File: config.mk
export PLATFORM = sky130hd
export DESIGN_NAME = imem_port_arbiter
export DESIGN_NICKNAME = d
export VERILOG_FILES = /design/src/rtl/imem_port_arbiter.sv
export SDC_FILE = /design/constraint.sdc
export NUM_CORES = 1
export LEC_CHECK = 0
export CORE_AREA = 2 2 106 108
export CTS_CLUSTER_DIAMETER = 30
export DETAILED_ROUTE_END_ITERATION = 10
export DIE_AREA = 0 0 108 110
export GPL_TIMING_DRIVEN = 0
export SLEW_MARGIN = 20
export SYNTH_ARGS = -nofsm -noshare
export SYNTH_HDL_FRONTEND = slang
export SYNTH_SLANG_ARGS = --single-unit
File: constraint.sdc
create_clock -name clk -period 3.6 [get_ports clk]
set_input_delay 0.54 -clock clk [delete_from_list [all_inputs] [get_ports clk]]
set_output_delay 0.54 -clock clk [all_outputs]
set_load 0.1 [all_outputs]
File: src/rtl/imem_port_arbiter.sv
// Shares the single-port instruction memory between core fetch and the UART loader:
// round-robin in RUN, exclusive loader access via DRAIN/LOCKED/RELEASE with a core flush.
module imem_port_arbiter #(
  parameter int ALEN        = 32,
  parameter int DATA_W      = 32,
  parameter int DEPTH_WORDS = 1024
) (
  input  logic              clk,
  input  logic              rst,
  input  logic              core_req,
  input  logic [ALEN-1:0]   core_addr,
  output logic              core_gnt,
  output logic              core_rvalid,
  output logic [DATA_W-1:0] core_rdata,
  output logic              core_flush,
  input  logic              ld_lock,
  output logic              ld_locked,
  input  logic              ld_req,
  input  logic              ld_we,
  input  logic [ALEN-1:0]   ld_addr,
  input  logic [DATA_W-1:0] ld_wdata,
  output logic              ld_gnt,
  output logic              ld_rvalid,
  output logic [DATA_W-1:0] ld_rdata,
  output logic              ld_err,
  output logic              mem_en,
  output logic              mem_we,
  output logic [ALEN-1:0]   mem_addr,
  output logic [DATA_W-1:0] mem_wdata,
  input  logic [DATA_W-1:0] mem_rdata
);

  typedef enum logic [1:0] {RUN, DRAIN, LOCKED, RELEASE} state_t;

  localparam logic [ALEN-1:0] LIMIT = ALEN'(DEPTH_WORDS * 4);

  state_t state, state_next;
  logic   last_ld;
  logic   allow_core, allow_ld;
  logic   ld_bad;

  always_ff @(posedge clk) begin
    if (rst) state <= RUN;
    else     state <= state_next;
  end

  always_comb begin
    state_next = state;
    unique case (state)
      RUN:     if (ld_lock) state_next = DRAIN;
      DRAIN:   state_next = LOCKED;
      LOCKED:  if (!ld_lock) state_next = RELEASE;
      RELEASE: state_next = RUN;
      default: state_next = RUN;
    endcase
  end

  // Flush and locked flags decode the registered state, so they behave as register outputs.
  always_comb begin
    allow_core = (state == RUN);
    allow_ld   = (state == RUN) || (state == LOCKED);
    ld_locked  = (state == LOCKED);
    core_flush = (state == RELEASE);
  end

  assign ld_bad = (ld_addr[1:0] != 2'b00) || (ld_addr >= LIMIT);

  // Tie goes to whichever side was not granted most recently.
  always_comb begin
    core_gnt = allow_core && core_req && (!ld_req || last_ld);
    ld_gnt   = allow_ld && ld_req && (!(allow_core && core_req) || !last_ld);
  end

  always_comb begin
    mem_en    = 1'b0;
    mem_we    = 1'b0;
    mem_addr  = '0;
    mem_wdata = '0;
    if (core_gnt) begin
      mem_en   = 1'b1;
      mem_addr = core_addr;
    end else if (ld_gnt && !ld_bad) begin
      mem_en   = 1'b1;
      mem_we   = ld_we;
      mem_addr = ld_addr;
      if (ld_we) mem_wdata = ld_wdata;
    end
  end

  always_ff @(posedge clk) begin
    if (rst) begin
      last_ld     <= 1'b1;
      core_rvalid <= 1'b0;
      ld_rvalid   <= 1'b0;
      ld_err      <= 1'b0;
    end else begin
      if (core_gnt)    last_ld <= 1'b0;
      else if (ld_gnt) last_ld <= 1'b1;
      core_rvalid <= core_gnt;
      ld_rvalid   <= ld_gnt && !ld_bad && !ld_we;
      ld_err      <= ld_gnt && ld_bad;
    end
  end

  assign core_rdata = mem_rdata;
  assign ld_rdata   = ld_rvalid ? mem_rdata : '0;

endmodule

---- Word level (Yosys, flattened, before mapping) ----
Index checks and enable logic that the tools add are counted.
Widths: inputs -> output; s select.
storage, ports and cells
  flip-flop bits (word level) ............. 6
  output and inout port bits .............. 137
operators by class
  magnitude comparators ................... 1
  equal/unequal tests ..................... 5
  mux-type cells .......................... 15
  reduce and logical (&&, ||, !) cells .... 20
operators with widths
  cell                  count
  $mux 32               6
  $ge 32x13->1 const B  1
  $pmux 2 s4            1
  $logic_and 1x1->1     7
  $mux 1                6
  $logic_not 1->1       5
  $eq 2x2->1 const B    2
  $logic_or 1x1->1      4
  $mux 2                2
  $ne 2x2->1 const B    2
  $reduce_bool 2->1     2
  $eq 2x1->1 const B    1
  $logic_not 2->1       1
  $reduce_and 2->1      1

---- Logic depth before layout (Yosys ltp) ----
Gate-level depths: netlist of the first run.
  depth in word-level cells ............... 8
  depth in mapped cells ................... 7
  depth with buffers taken out ............ 6

---- Least setup slack after synthesis of the first run ----
OpenSTA, ideal clock, no wires.
  kind .................................... reg-to-output
  start point ............................. register state[0]
  end point ............................... output port mem_wdata[22]
  arrival ................................. 3.145 ns
  data required time ...................... 3.060 ns
  slack ................................... -0.085 ns
  cell stages (with the launch flop) ...... 8
  path buffers ............................ 1
  cell sequence ........................... dfxtp_1 inv_1 ha_1 nor2_1 nand3b_2 nor4_4 buf_6 and2_1
between the ends
  elaborated cells between the ends (all ways) .. 12
  classes of those cells .................. eq/ne: 1; mux: 2; reduce/logical: 9
RTL lines
  what                            RTL line  RTL
  start, declared                 37        state_t state, state_next;
  start signal, assigned          44        else state <= state_next;
  $eq 2x2->1                      --
  named net ld_locked             17        output logic ld_locked,
  $logic_or 1x1->1                61        allow_ld = (state == RUN) || (state == LOCKED);
  $logic_and 1x1->1 (2 in a row)  71        ld_gnt = allow_ld && ld_req && (!(allow_core && core_req) || !last_ld);
  $logic_and 1x1->1               82        end else if (ld_gnt && !ld_bad) begin
  $mux 32                         82
  $mux 32                         79        if (core_gnt) begin
  end, declared                   29        output logic [DATA_W-1:0] mem_wdata,
The timed path passes the listed nets, and every way through them passes these cells.

---- Final worst setup path of the first run ----
  start point ............................. input port ld_addr[21]
  end point ............................... output port mem_en
between the ends
  cells in the longest elaborated chain, start to end .. 6
ends and longest elaborated chain
  what               RTL line  RTL
  start, declared    20        input logic [ALEN-1:0] ld_addr,
  $ge 32x13->1       66        assign ld_bad = (ld_addr[1:0] != 2'b00) || (ld_addr >= LIMIT);
  $logic_or 1x1->1   66
  $logic_not 1->1    82
  $logic_and 1x1->1  82
  $mux 1             82
  $mux 1             79
  end, declared      26        output logic mem_en,
No other way between the ends.

==> run summary, run 1 <==
Clock tree synthesis found a total of 6 sinks. On the final layout, the worst clock skew is 0.0009461 ns. The max-capacitance violation count was 0; the number of placement rows was 38. The final weighted congestion of routability-driven global placement is 0.7190, and the area of the mapped netlist is 1305 sq um.

The cell area power density is 444.1 nW/um^2, and the total global routing track utilization is 11.21%. The clock transition at the registers of the reported paths is 0.04 ns, and the initial standard-cell utilization of the core is 12.20%. The type of the worst setup path was in -> out. After the first detailed-routing iteration, the DRC count stood at 33.

In this run the mean area of a mapped cell was 7.170 sq um. The height of the chip came out at 110 microns. For this run, the share of the core covered by cells in the final layout is 38.58%. The category of the worst setup path launch point was an input pin.

The run gives 2.88 ns as the arrival time at the worst endpoint. Via count of the first global-routing pass: 2216. At the end of the flow, the number of nets in the layout was 596. The register-to-register setup slack was 2.14 ns; the highest net fanout along the worst path was 3. The kind of capture point of the worst setup path was a primary output. When the netlist entered floorplanning its net count stood at 319. The worst hold slack across all endpoints was 0.4901 ns. The hold violation total from the final report is 0.

The largest net degree at the start of global routing is 11. Setup repair after global routing left no endpoint under its margin. The count of input and output buffers was 270; the sum of net half-perimeters after detailed placement was 7147 microns. CTS placed an instance of sky130_fd_sc_hd__clkbuf_8 at the clock tree root. The part of the cycle the worst path needs is 95.13%, and the number of instances in the synthesized netlist is 182.

The count of fill cells added during filler insertion was 1126; the number of cells in the finished layout apart from fillers was 597. The first global-routing pass estimated 10650 microns of wire. The min-delay analysis places its worst path in the category reg -> reg.

For the top-level I/O count, the log shows 271. Across the VDD grid, the largest voltage drop is 429.2 uV. Number of setup violations in the final report: 0. After synthesis, flip-flops and latches occupy 9.204% of the total area. The number of levels in the clock H-tree is 1, and the total count of max-transition violations in the final report is 0.

For the maximum frequency from static timing analysis, the log shows 292.0 MHz. In the final layout, the share of cells above drive strength 1 is 21.01%. The longest clock path from root to sink contains 2 buffers. For the clock insertion delay at the later pin of the skew report, the log shows 0.22 ns. Remaining antenna violation count: 0. The tools report the final antenna diode count as 0. The area growth from synthesis to layout is 216.3%. The via count is 2223. The run finished with clean final reports. Counting flops and latches in the post-synthesis netlist gives 6. The logs give 0 ns for the final total negative setup slack and 32.16% for the remaining max-slew budget at the tightest pin. After global routing the overflow that remains totals 0. The logs give 1.758 nW for the leakage dissipation and 11880 sq um for the die area.

The logs give 7825 microns for the routed wire length and 4 for the length of the first detailed-routing pass in iterations. Dividing the detail-routed wire length by the instance count gives 13.11 microns. In the routed design, unresolved DRC markers number 0.

The count of unique library cells instantiated by Yosys came out at 25. For this run, the number of Yosys warnings is 0. Summing all multi-input logic gate instances after layout gives 874.6 sq um. Across the whole layout, storage elements account for 120.1 sq um. Including well taps, the total number of placed cells is 592. The via density per instance is 3.724, and the data required time of the critical path is 3.06 ns.

At the pin with the least slew margin, the transition time is 1.014 ns. Final critical path time including I/O delays and setup: 3.425 ns. TritonCTS built the clock tree. The TritonCTS buffer count came out at 3. In this run the horizontal extent of the chip is 108 microns. The number of antenna violations at the first check in global routing was 0; the standard cell core area was 10700 sq um.
-- metal layers --
metal | global-route usage [%] | wire length, microns
met2 | 23.63 | 4288
met1 | 10.68 | 2418
met4 | 1.648 | 31
met5 | 0 | 0
met3 | 3.469 | 1087
-- cells in the mapped netlist --
cell type,n,area (sq um)
sky130_fd_sc_hd__nor4b_1,1,8.760
sky130_fd_sc_hd__nand2b_1,1,6.260
sky130_fd_sc_hd__nand2_1,4,15.01
sky130_fd_sc_hd__or2_2,1,6.260
sky130_fd_sc_hd__nor4_1,2,12.51
sky130_fd_sc_hd__ha_1,3,37.54
sky130_fd_sc_hd__dfxtp_1,6,120.1
sky130_fd_sc_hd__nor2_1,6,22.52
sky130_fd_sc_hd__nor4_4,1,21.27
sky130_fd_sc_hd__o21ai_0,1,5.000
sky130_fd_sc_hd__nand3_1,1,5.000
sky130_fd_sc_hd__nor3_1,4,20.02
sky130_fd_sc_hd__buf_2,1,5.000
sky130_fd_sc_hd__nand3b_2,1,11.26
sky130_fd_sc_hd__a22o_1,10,87.58
sky130_fd_sc_hd__and2_1,86,538.0
sky130_fd_sc_hd__buf_4,32,240.2
sky130_fd_sc_hd__a21oi_1,3,15.01
sky130_fd_sc_hd__nor4_2,3,37.54
sky130_fd_sc_hd__inv_1,3,11.26
sky130_fd_sc_hd__mux2i_1,1,10.01
sky130_fd_sc_hd__nand4_1,1,6.260
sky130_fd_sc_hd__nor2b_1,1,6.260
sky130_fd_sc_hd__buf_6,3,33.78
sky130_fd_sc_hd__clkbuf_1,6,22.52
-- repair_timing --
item,in CTS,in global routing
hold endpoints to repair,0,0
hold buffers,0,0
setup endpoints to repair,67,40
resized for setup,193,52
pin swaps,1,0
buffers inserted,2,0
gates cloned,0,0
-- stage by stage --
stage	worst slack, ns	total power [mW]	cell area (sq um)
2_1_floorplan	0.2234	1.340	1308
3_3_place_gp	-0.6349	1.796	4185
3_5_place_dp	-0.6674	1.803	4185
4_1_cts	0.03741	1.846	4140
6_report	0.1754	1.833	4128
5_1_grt	0.00003508	1.906	4128
-- sequential cells by signal, summed over array words and instances (netlist names) --
register / count
last_ld: 1
ld_rvalid: 1
core_rvalid: 1
state: 2
ld_err: 1
-- critical path, stage by stage --
cell and delay, ns:
sky130_fd_sc_hd__clkdlybuf4s50_1 0.40, sky130_fd_sc_hd__nor4_1 0.34, sky130_fd_sc_hd__nand4_1 0.30, sky130_fd_sc_hd__nor3_1 0.29, sky130_fd_sc_hd__or2_2 0.15, sky130_fd_sc_hd__dlygate4sd2_1 0.85
-- report_power, final --
part	switching, mW	internal, mW
registers	0.0138	0.0879
clock network	0.0268	0.0717
logic	1.22	0.411
total	1.26	0.571
-- cells in the final DEF (no fill, tap or decap), types with 3 or more instances in the layout --
cell type / netlist / final
sky130_fd_sc_hd__clkdlybuf4s50_1: 0 / 203
sky130_fd_sc_hd__and2_1: 86 / 86
sky130_fd_sc_hd__buf_4: 32 / 34
sky130_fd_sc_hd__clkbuf_4: 0 / 16
sky130_fd_sc_hd__clkdlybuf4s15_2: 0 / 14
sky130_fd_sc_hd__buf_2: 1 / 12
sky130_fd_sc_hd__a22o_1: 10 / 10
sky130_fd_sc_hd__clkdlybuf4s15_1: 0 / 10
sky130_fd_sc_hd__dlygate4sd2_1: 0 / 9
sky130_fd_sc_hd__nor2_1: 6 / 6
sky130_fd_sc_hd__clkbuf_1: 6 / 6
sky130_fd_sc_hd__dfxtp_1: 6 / 6
sky130_fd_sc_hd__clkbuf_2: 0 / 5
sky130_fd_sc_hd__nand2_1: 4 / 4
sky130_fd_sc_hd__nor3_1: 4 / 4
sky130_fd_sc_hd__inv_1: 3 / 3
sky130_fd_sc_hd__nor4_2: 3 / 3
sky130_fd_sc_hd__buf_6: 3 / 3
sky130_fd_sc_hd__a21oi_1: 3 / 3
sky130_fd_sc_hd__clkbuf_8: 0 / 3
-- kinds of logic after synthesis --
family	after synthesis	share of synthesized area, %
flip-flops	6	9.205
buffers and inverters	45	23.97
AND/OR/NAND/NOR	113	54.94
multiplexers	1	0.7670
AO/OA/AOI/OAI	14	8.244
adder cells (fa/ha/maj)	3	2.877
-- layout make-up --
class                           count  area share (%)
Inverter                            3          0.2728
Multi-Input combinational cell    131           21.19
Timing Repair Buffer              272           63.08
Clock buffer                        3           1.000
Sequential cell                     6           2.910
Buffer                             42           7.305
Tap cell                          140           4.244
-- path summary, 6_finish.rpt --
kind / endpoint / cells after the start / startpoint
max: mem_en / 6 / ld_addr[21]
min: last_ld / 2 / last_ld
max reg2reg: ld_rvalid / 5 / state[0]
min reg2reg: last_ld / 2 / last_ld
Power figures use the tool's default switching activity.
==> run 2: changes to the inputs <==
Settings changed: CAP_MARGIN set to 20, GPL_TIMING_DRIVEN 0 to 1.
==> run 2 against run 1 <==
  * Clock skew about the same
  * Flip-flop and latch count did not move
  * Worst hold slack better by 0.0078 ns
  * Critical path depth is 1 higher
  * Count of clock-buffer cells in the layout did not move
  * Die area unchanged
  * Total power rose by 4.9%
  * Via count shrank 5.8%
  * Register-to-register slack improved by 0.02 ns
  * Global-route usage fell by 0.33 points
  * Clock power hardly changed
  * Highest routed layer unchanged
==> run summary, run 2 (synthesis results as in run 1) <==
The register with the most flip-flops in the final layout is state. The largest net degree at the start of global routing is 35 (+24), and the die extent in x is 108 microns (unchanged). The total chip power came out at 1.923 mW (+4.9%).

The routed metal-1 wirelength is 2249 microns (-7.0%). Category of the worst setup path launch point: an input pin. The count of nets after finishing is 555 (-6.9%), and the remaining antenna violation count is 0 (unchanged). The hold violation total from the final report is 0 (unchanged). Maximum ir drop on the vdd rail: 484.7 uV (+13%). The kind of capture point of the worst setup path was a primary output.

The maximum frequency from static timing analysis came out at 319.1 MHz (+9.3%). Initial standard-cell utilization of the core: 12.20% (unchanged). The routed wire length came out at 7506 microns (-4.1%). The tools report the reg-to-reg endpoint as ld_rvalid.

The cell area power density is 461.3 nW/um^2 (+3.9%). The highest net fanout along the worst path was 33 (+30); the leakage dissipation was 1.824 nW (+3.7%). Following the worst setup path forward leads to its endpoint at mem_wdata[24]. The fraction of final layout cells sized beyond drive strength 1 came out at 35.34% (+14 points).

The worst register-to-register path begins at state[0]. The tools report the residual DRC count as 0 (unchanged). Uppermost layer routed: met4. The length of the first detailed-routing pass in iterations is 3 (-1).

For the final weighted congestion of routability-driven global placement, the log shows 0.7732 (+7.5%). The part of the cycle the worst path needs is 87.05% (-8.1 points). For the number of antenna violations at the first check in global routing, the log shows 0 (unchanged). For the arrival time at the worst endpoint, the log shows 2.59 ns (-0.29 ns). Setup repair after global routing left no endpoint under its margin. Leaving out fill and tap cells, the most frequent cell in the layout is sky130_fd_sc_hd__clkdlybuf4s50_1. The area overhead of the layout relative to synthesis is 219.4%.

The area of the multi-input gates is 877.1 sq um (+0.29%), and the max-capacitance violation count is 0 (unchanged). For the count of fill cells added during filler insertion, the log shows 1048 (-6.9%). The tools report the number of setup violations in the final report as 0 (unchanged). The number of gates given a new drive strength after cts was 0 (-100%).

The most critical setup path has its startpoint at ld_addr[21]. The global-route wire length before repair was 10160 microns (-4.7%); the flip-flop count of the largest register after layout was 2 (unchanged). Clock transition at the registers of the reported paths: 0.03 ns (about the same). In the layout the commonest cells are sky130_fd_sc_hd__clkdlybuf4s50_1 (137), sky130_fd_sc_hd__buf_4 (92), sky130_fd_sc_hd__and2_1 (86).

The number of post-CTS setup repair buffers is 0 (-2). The run gives 2094 (-5.8%) as the via count. Via density per instance: 3.766 (+1.1%). The number of design-rule violations left by the first detailed-router iteration was 30 (-9.1%); the standard cell core area was 10700 sq um (unchanged). Worst clock skew: 0.0005917 ns (-0.0003544 ns). The remaining max-slew budget at the tightest pin was 31.99% (-0.17 points). TritonCTS built the clock tree. For the footprint of the flip-flops and latches, the log shows 120.1 sq um (unchanged).

The tools report the number of levels in the clock H-tree as 1 (unchanged). Buffer type at the clock tree root: sky130_fd_sc_hd__clkbuf_8. The count of input and output buffers was 270 (unchanged); the sum of net half-perimeters after detailed placement was 6861 microns (-4.0%). The run finished with clean final reports. The tools report the clock insertion delay at the later pin of the skew report as 0.22 ns (about the same).

The critical path is of the in -> out type. The number of placement rows is 38 (unchanged). The tools report the TritonCTS buffer count as 3 (unchanged). The final critical path time including I/O delays and setup is 3.134 ns (-0.2907 ns).

The worst min-delay path category was reg -> reg. The clock sink total was 6 (unchanged). The routed length on met3 is 886 microns (-18%). The wire length per cell works out to 13.50 microns (+3.0%). The transition time at the pin with the least slew margin was 1.017 ns (+0.002550 ns); the height of the chip was 110 microns (unchanged). The run gives 2028 (-8.5%) as the via count of the first global-routing pass.

Finished layout cell area: 4168 sq um (+0.97%). The deepest clock path buffer count was 2 (unchanged). The placed instance area is 4126 sq um (-1.4%), and the die area is 11880 sq um (unchanged). The data required time of the critical path was 3.06 ns (about the same).

The run gives 0 (unchanged) as the quantity of hold-fixing buffers added after cts. The tools report the total count of max-transition violations in the final report as 0 (unchanged). The wire length on met2 was 4339 microns (+1.2%).

The leftover overflow at the end of global routing is 0 (unchanged), and the final total negative setup slack is 0 ns (unchanged). The run gives 0 (unchanged) as the final antenna diode count. The run gives 2.16 ns (+0.02 ns) as the register-to-register setup slack.

The depth of the worst register-to-register path was 5 (unchanged). The total global routing track utilization is 10.88% (-0.33 points). For the top-level I/O count, the log shows 271 (unchanged).
-- run 2: cell count changes in the layout (fill, tap and decap cells not counted), moves of 5 or more --
cell / previous run / this run
sky130_fd_sc_hd__buf_4: 34 / 92
sky130_fd_sc_hd__dlygate4sd2_1: 9 / 0
sky130_fd_sc_hd__clkbuf_2: 5 / 0
sky130_fd_sc_hd__clkdlybuf4s15_2: 14 / 0
sky130_fd_sc_hd__buf_12: 0 / 44
sky130_fd_sc_hd__clkdlybuf4s50_1: 203 / 137
sky130_fd_sc_hd__clkbuf_1: 6 / 0
sky130_fd_sc_hd__clkbuf_4: 16 / 0
sky130_fd_sc_hd__buf_2: 12 / 0
sky130_fd_sc_hd__clkdlybuf4s15_1: 10 / 0
-- run 2: cell type report --
type	count	area share, %
repair buffers	273	70.61
multi-input cells	131	21.04
well taps	140	4.203
flip-flops and latches	6	2.882
clock buffers	3	0.9907
inverters	3	0.2702
-- run 2: metrics by stage --
| stage | setup WS, ns | utilization (%) | cells | hold slack (ns) |
|---|---|---|---|---|
| global placement | 0.4421 | 38.57 | 553 | 0.4799 |
| finish | 0.4660 | 38.96 | 556 | 0.4979 |
| global route | 0.2622 | 38.96 | 556 | 0.5325 |
| CTS | 0.3760 | 38.96 | 556 | 0.4991 |
| floorplan | 0.2234 | - | 182 | 0.4529 |
| detailed placement | 0.3908 | 38.57 | 553 | 0.4894 |
-- run 2: worst min-delay path by stage --
stage	from	end	slack [ns]	depth (start not counted)
2_1_floorplan	last_ld	last_ld	0.45	2
3_5_place_dp	last_ld	last_ld	0.49	2
4_1_cts	last_ld	last_ld	0.50	2
6_report	last_ld	last_ld	0.50	2
5_1_grt	last_ld	last_ld	0.53	2
3_3_place_gp	last_ld	last_ld	0.48	2
-- run 2: routing by layer --
metal,global-route usage [%],up-vias
met5,0,-
met4,1.648,0
met2,23.41,162
met1,10.48,904
met3,2.528,4
li1,-,1024
-- run 2: critical path: stages --
cell and delay (ns):
sky130_fd_sc_hd__clkdlybuf4s50_1 0.42, sky130_fd_sc_hd__nor4_1 0.35, sky130_fd_sc_hd__nand4_1 0.26, sky130_fd_sc_hd__nor4_4 0.29, sky130_fd_sc_hd__buf_4 0.30, sky130_fd_sc_hd__and2_1 0.24
sky130_fd_sc_hd__buf_12 0.19
-- run 2: where the power goes --
group | total (mW) | internal, mW | switching [mW]
combinational | 1.72 | 0.486 | 1.24
clock | 0.0988 | 0.0717 | 0.0271
sequential | 0.101 | 0.0879 | 0.0126
total | 1.92 | 0.646 | 1.28
==> run 3: changes to the inputs <==
Clock period 3.6 ns to 4.07 ns, I/O delays scaled along.
==> run 3 against run 2 <==
  * Final cell count is 0.36% higher
  * Worst setup slack better by 0.41 ns
  * Die area stayed put
  * Combinational power is 11% lower
  * Critical path depth stayed put
  * Non-clock buffer count is 2 higher
  * Register-to-register slack better by 0.46 ns
  * Sequential power is 12% lower
==> run summary, run 3 (synthesis results as in run 1) <==
The flow ran to the end, and the final reports show no timing, DRC or antenna violations. The placed instance count came out at 555 (+0.36%). The register with the highest flop count was state. The maximum ir drop on the vdd rail is 579.0 uV (+19%), and the maximum frequency from static timing analysis is 313.0 MHz.

The routed wire length was 7608 microns (+1.4%); the largest net degree at the start of global routing was 34 (-2.9%). The die area is 11880 sq um (unchanged), and the clock transition at the registers of the reported paths is 0.04 ns (about the same). The number of levels in the clock H-tree was 1 (unchanged); the leakage dissipation was 1.814 nW (-0.55%). Setup repair after global routing left no endpoint under its margin.

Leaving out fill and tap cells, the most frequent cells in the layout are sky130_fd_sc_hd__clkdlybuf4s50_1 (161), sky130_fd_sc_hd__and2_1 (86), sky130_fd_sc_hd__buf_4 (70). The cell area power density is 402.4 nW/um^2 (-13%), and the wire length per cell is 13.63 microns (+1.0%). The number of post-CTS setup repair buffers was 0 (unchanged); the routed metal-1 wirelength was 2122 microns (-5.6%). Category of the worst setup path launch point: an input pin. For the length of the first detailed-routing pass in iterations, the log shows 4 (+1). TritonCTS built the clock tree. The highest net fanout along the worst path is 16 (-52%), and the number of antenna violations at the first check in global routing is 0 (unchanged). The final antenna diode count came out at 0 (unchanged). The run gives 2.58 ns (about the same) as the arrival time at the worst endpoint. The logs give 32.36% (+0.38 points) for the remaining max-slew budget at the tightest pin and 0 (unchanged) for the residual DRC count.

For the count of fill cells added during filler insertion, the log shows 1023 (-2.4%). The transition time at the pin with the least slew margin is 1.011 ns (-0.005632 ns). The register-to-register setup slack is 2.62 ns (+0.46 ns), and the data required time of the critical path is 3.46 ns (+0.40 ns).

The remaining antenna violation count is 0 (unchanged), and the setup slack of the critical path after layout is 0.8748 ns (+0.4087 ns). The tools report the count of nets after finishing as 557 (+0.36%). Via density per instance: 3.692 (-2.0%). The TritonCTS buffer count came out at 3 (unchanged). The area overhead of the layout relative to synthesis was 224.9%. The number of gates given a new drive strength after cts came out at 0 (unchanged).

The max-capacitance violation count was 0 (unchanged); the count of input and output buffers was 270 (unchanged). The sum of net half-perimeters after detailed placement was 6931 microns (+1.0%); the part of the cycle the worst path needs was 78.51%. The worst min-delay path category was reg -> reg.

The logs give 6 (unchanged) for the clock sink total and 0.4987 ns (+0.0008000 ns) for the worst hold slack across all endpoints. The die extent in x works out to 108 microns (unchanged). The launching point of the worst reg2reg path is state[0]. For the finished layout, the period the worst path requires is 3.195 ns.

The final weighted congestion of routability-driven global placement was 0.7796 (+0.83%); the flip-flop count of the largest register after layout was 2 (unchanged). The minimum setup slack after placement was 0.8015 ns (+0.4107 ns). The critical path is of the in -> out type. The run gives 271 (unchanged) as the top-level I/O count.

The tools report the final total negative setup slack as 0 ns (unchanged). The depth of the worst register-to-register path is 5 (unchanged). The total count of max-transition violations in the final report is 0 (unchanged). The number of cells in the finished layout apart from fillers is 558 (+0.36%), and the number of design-rule violations left by the first detailed-router iteration is 26 (-13%).

The via count of the first global-routing pass is 2059 (+1.5%), and the total global routing track utilization is 11.11% (+0.23 points). The global-route wire length before repair was 10360 microns (+2.0%). The hold violation total from the final report is 0 (unchanged), and the fraction of final layout cells sized beyond drive strength 1 is 29.67% (-5.7 points). Wire length on met2: 4415 microns (+1.8%).

The total chip power came out at 1.706 mW (-11%). Buffer type at the clock tree root: sky130_fd_sc_hd__clkbuf_8. The tools report the reg-to-reg endpoint as ld_rvalid. Leaving out fill and tap cells, the most frequent cell in the layout is sky130_fd_sc_hd__clkdlybuf4s50_1. The logs give 2060 (-1.6%) for the via count and 0 (unchanged) for the leftover overflow at the end of global routing. The routed length on met3 is 1023 microns (+15%), and the number of setup violations in the final report is 0 (unchanged). The number of placement rows is 38 (unchanged), and the initial standard-cell utilization of the core is 12.20% (unchanged).

The standard cell core area is 10700 sq um (unchanged). The kind of capture point of the worst setup path is a primary output. The deepest clock path buffer count came out at 2 (unchanged). The detailed router used layers up to and including met4. The tools report the worst clock skew as 0.0006407 ns (+0.00004907 ns).

In this run the most critical hold path is launched from last_ld. The end point of the most critical hold path is last_ld. The clock insertion delay at the later pin of the skew report was 0.22 ns (about the same); the depth of the worst hold-timing path was 2 (unchanged).

The height of the chip is 110 microns (unchanged), and the quantity of hold-fixing buffers added after cts is 0 (unchanged).
## run 3: cell types whose count changed in the layout (fill, tap and decap cells not counted), sizes merged
cell | before | now
clkdlybuf4s50 | 137 | 161
buf | 136 | 114
## run 3: cell type report
cell class | instances | area (sq um) | share of cell area (%)
Sequential cell | 6 | 120.1 | 2.833
Multi-Input combinational cell | 131 | 874.6 | 20.63
Inverter | 3 | 11.26 | 0.2656
Timing Repair Buffer | 275 | 3018 | 71.17
Clock buffer | 3 | 41.29 | 0.9737
Tap cell | 140 | 175.2 | 4.131
## run 3: report_power, final
part | internal, mW | switching (mW) | total [mW] | leakage, nW
combinational | 0.435 | 1.10 | 1.53 | 1.74
clock | 0.0634 | 0.0242 | 0.0876 | 0.0216
sequential | 0.0777 | 0.0109 | 0.0886 | 0.0493
## run 3: through the flow
| step | cell area (sq um) | util (%) |
|---|---|---|
| finish | 4240 | 39.64 |
| detailed placement | 4199 | 39.25 |
| CTS | 4240 | 39.64 |
| global route | 4240 | 39.64 |
| global placement | 4199 | 39.25 |
| floorplan | 1305 | - |
## run 3: routing by layer
metal / vias up / GRT usage [%]
li1: 1026 / -
met1: 866 / 9.870
met2: 164 / 24.12
met3: 4 / 3.410
met4: 0 / 2.106
met5: - / 0
## run 3: critical path, stage by stage
cell and delay, ns:
sky130_fd_sc_hd__clkdlybuf4s50_1 0.40, sky130_fd_sc_hd__nor4_1 0.32, sky130_fd_sc_hd__nand4_1 0.28, sky130_fd_sc_hd__nor4_4 0.34, sky130_fd_sc_hd__buf_4 0.24, sky130_fd_sc_hd__and2_1 0.20, sky130_fd_sc_hd__buf_12 0.18
## run 3: how the worst max path moves through the flow
stage / start / end / slack [ns]
after floorplan: state[0] / mem_wdata[22] / 0.31
after global placement: ld_addr[21] / mem_wdata[4] / 0.82
after detailed placement: ld_addr[21] / mem_wdata[9] / 0.80
after CTS: ld_addr[21] / mem_wdata[9] / 0.79
after global routing: ld_addr[21] / mem_wdata[8] / 0.69
final: ld_addr[21] / mem_wdata[9] / 0.87
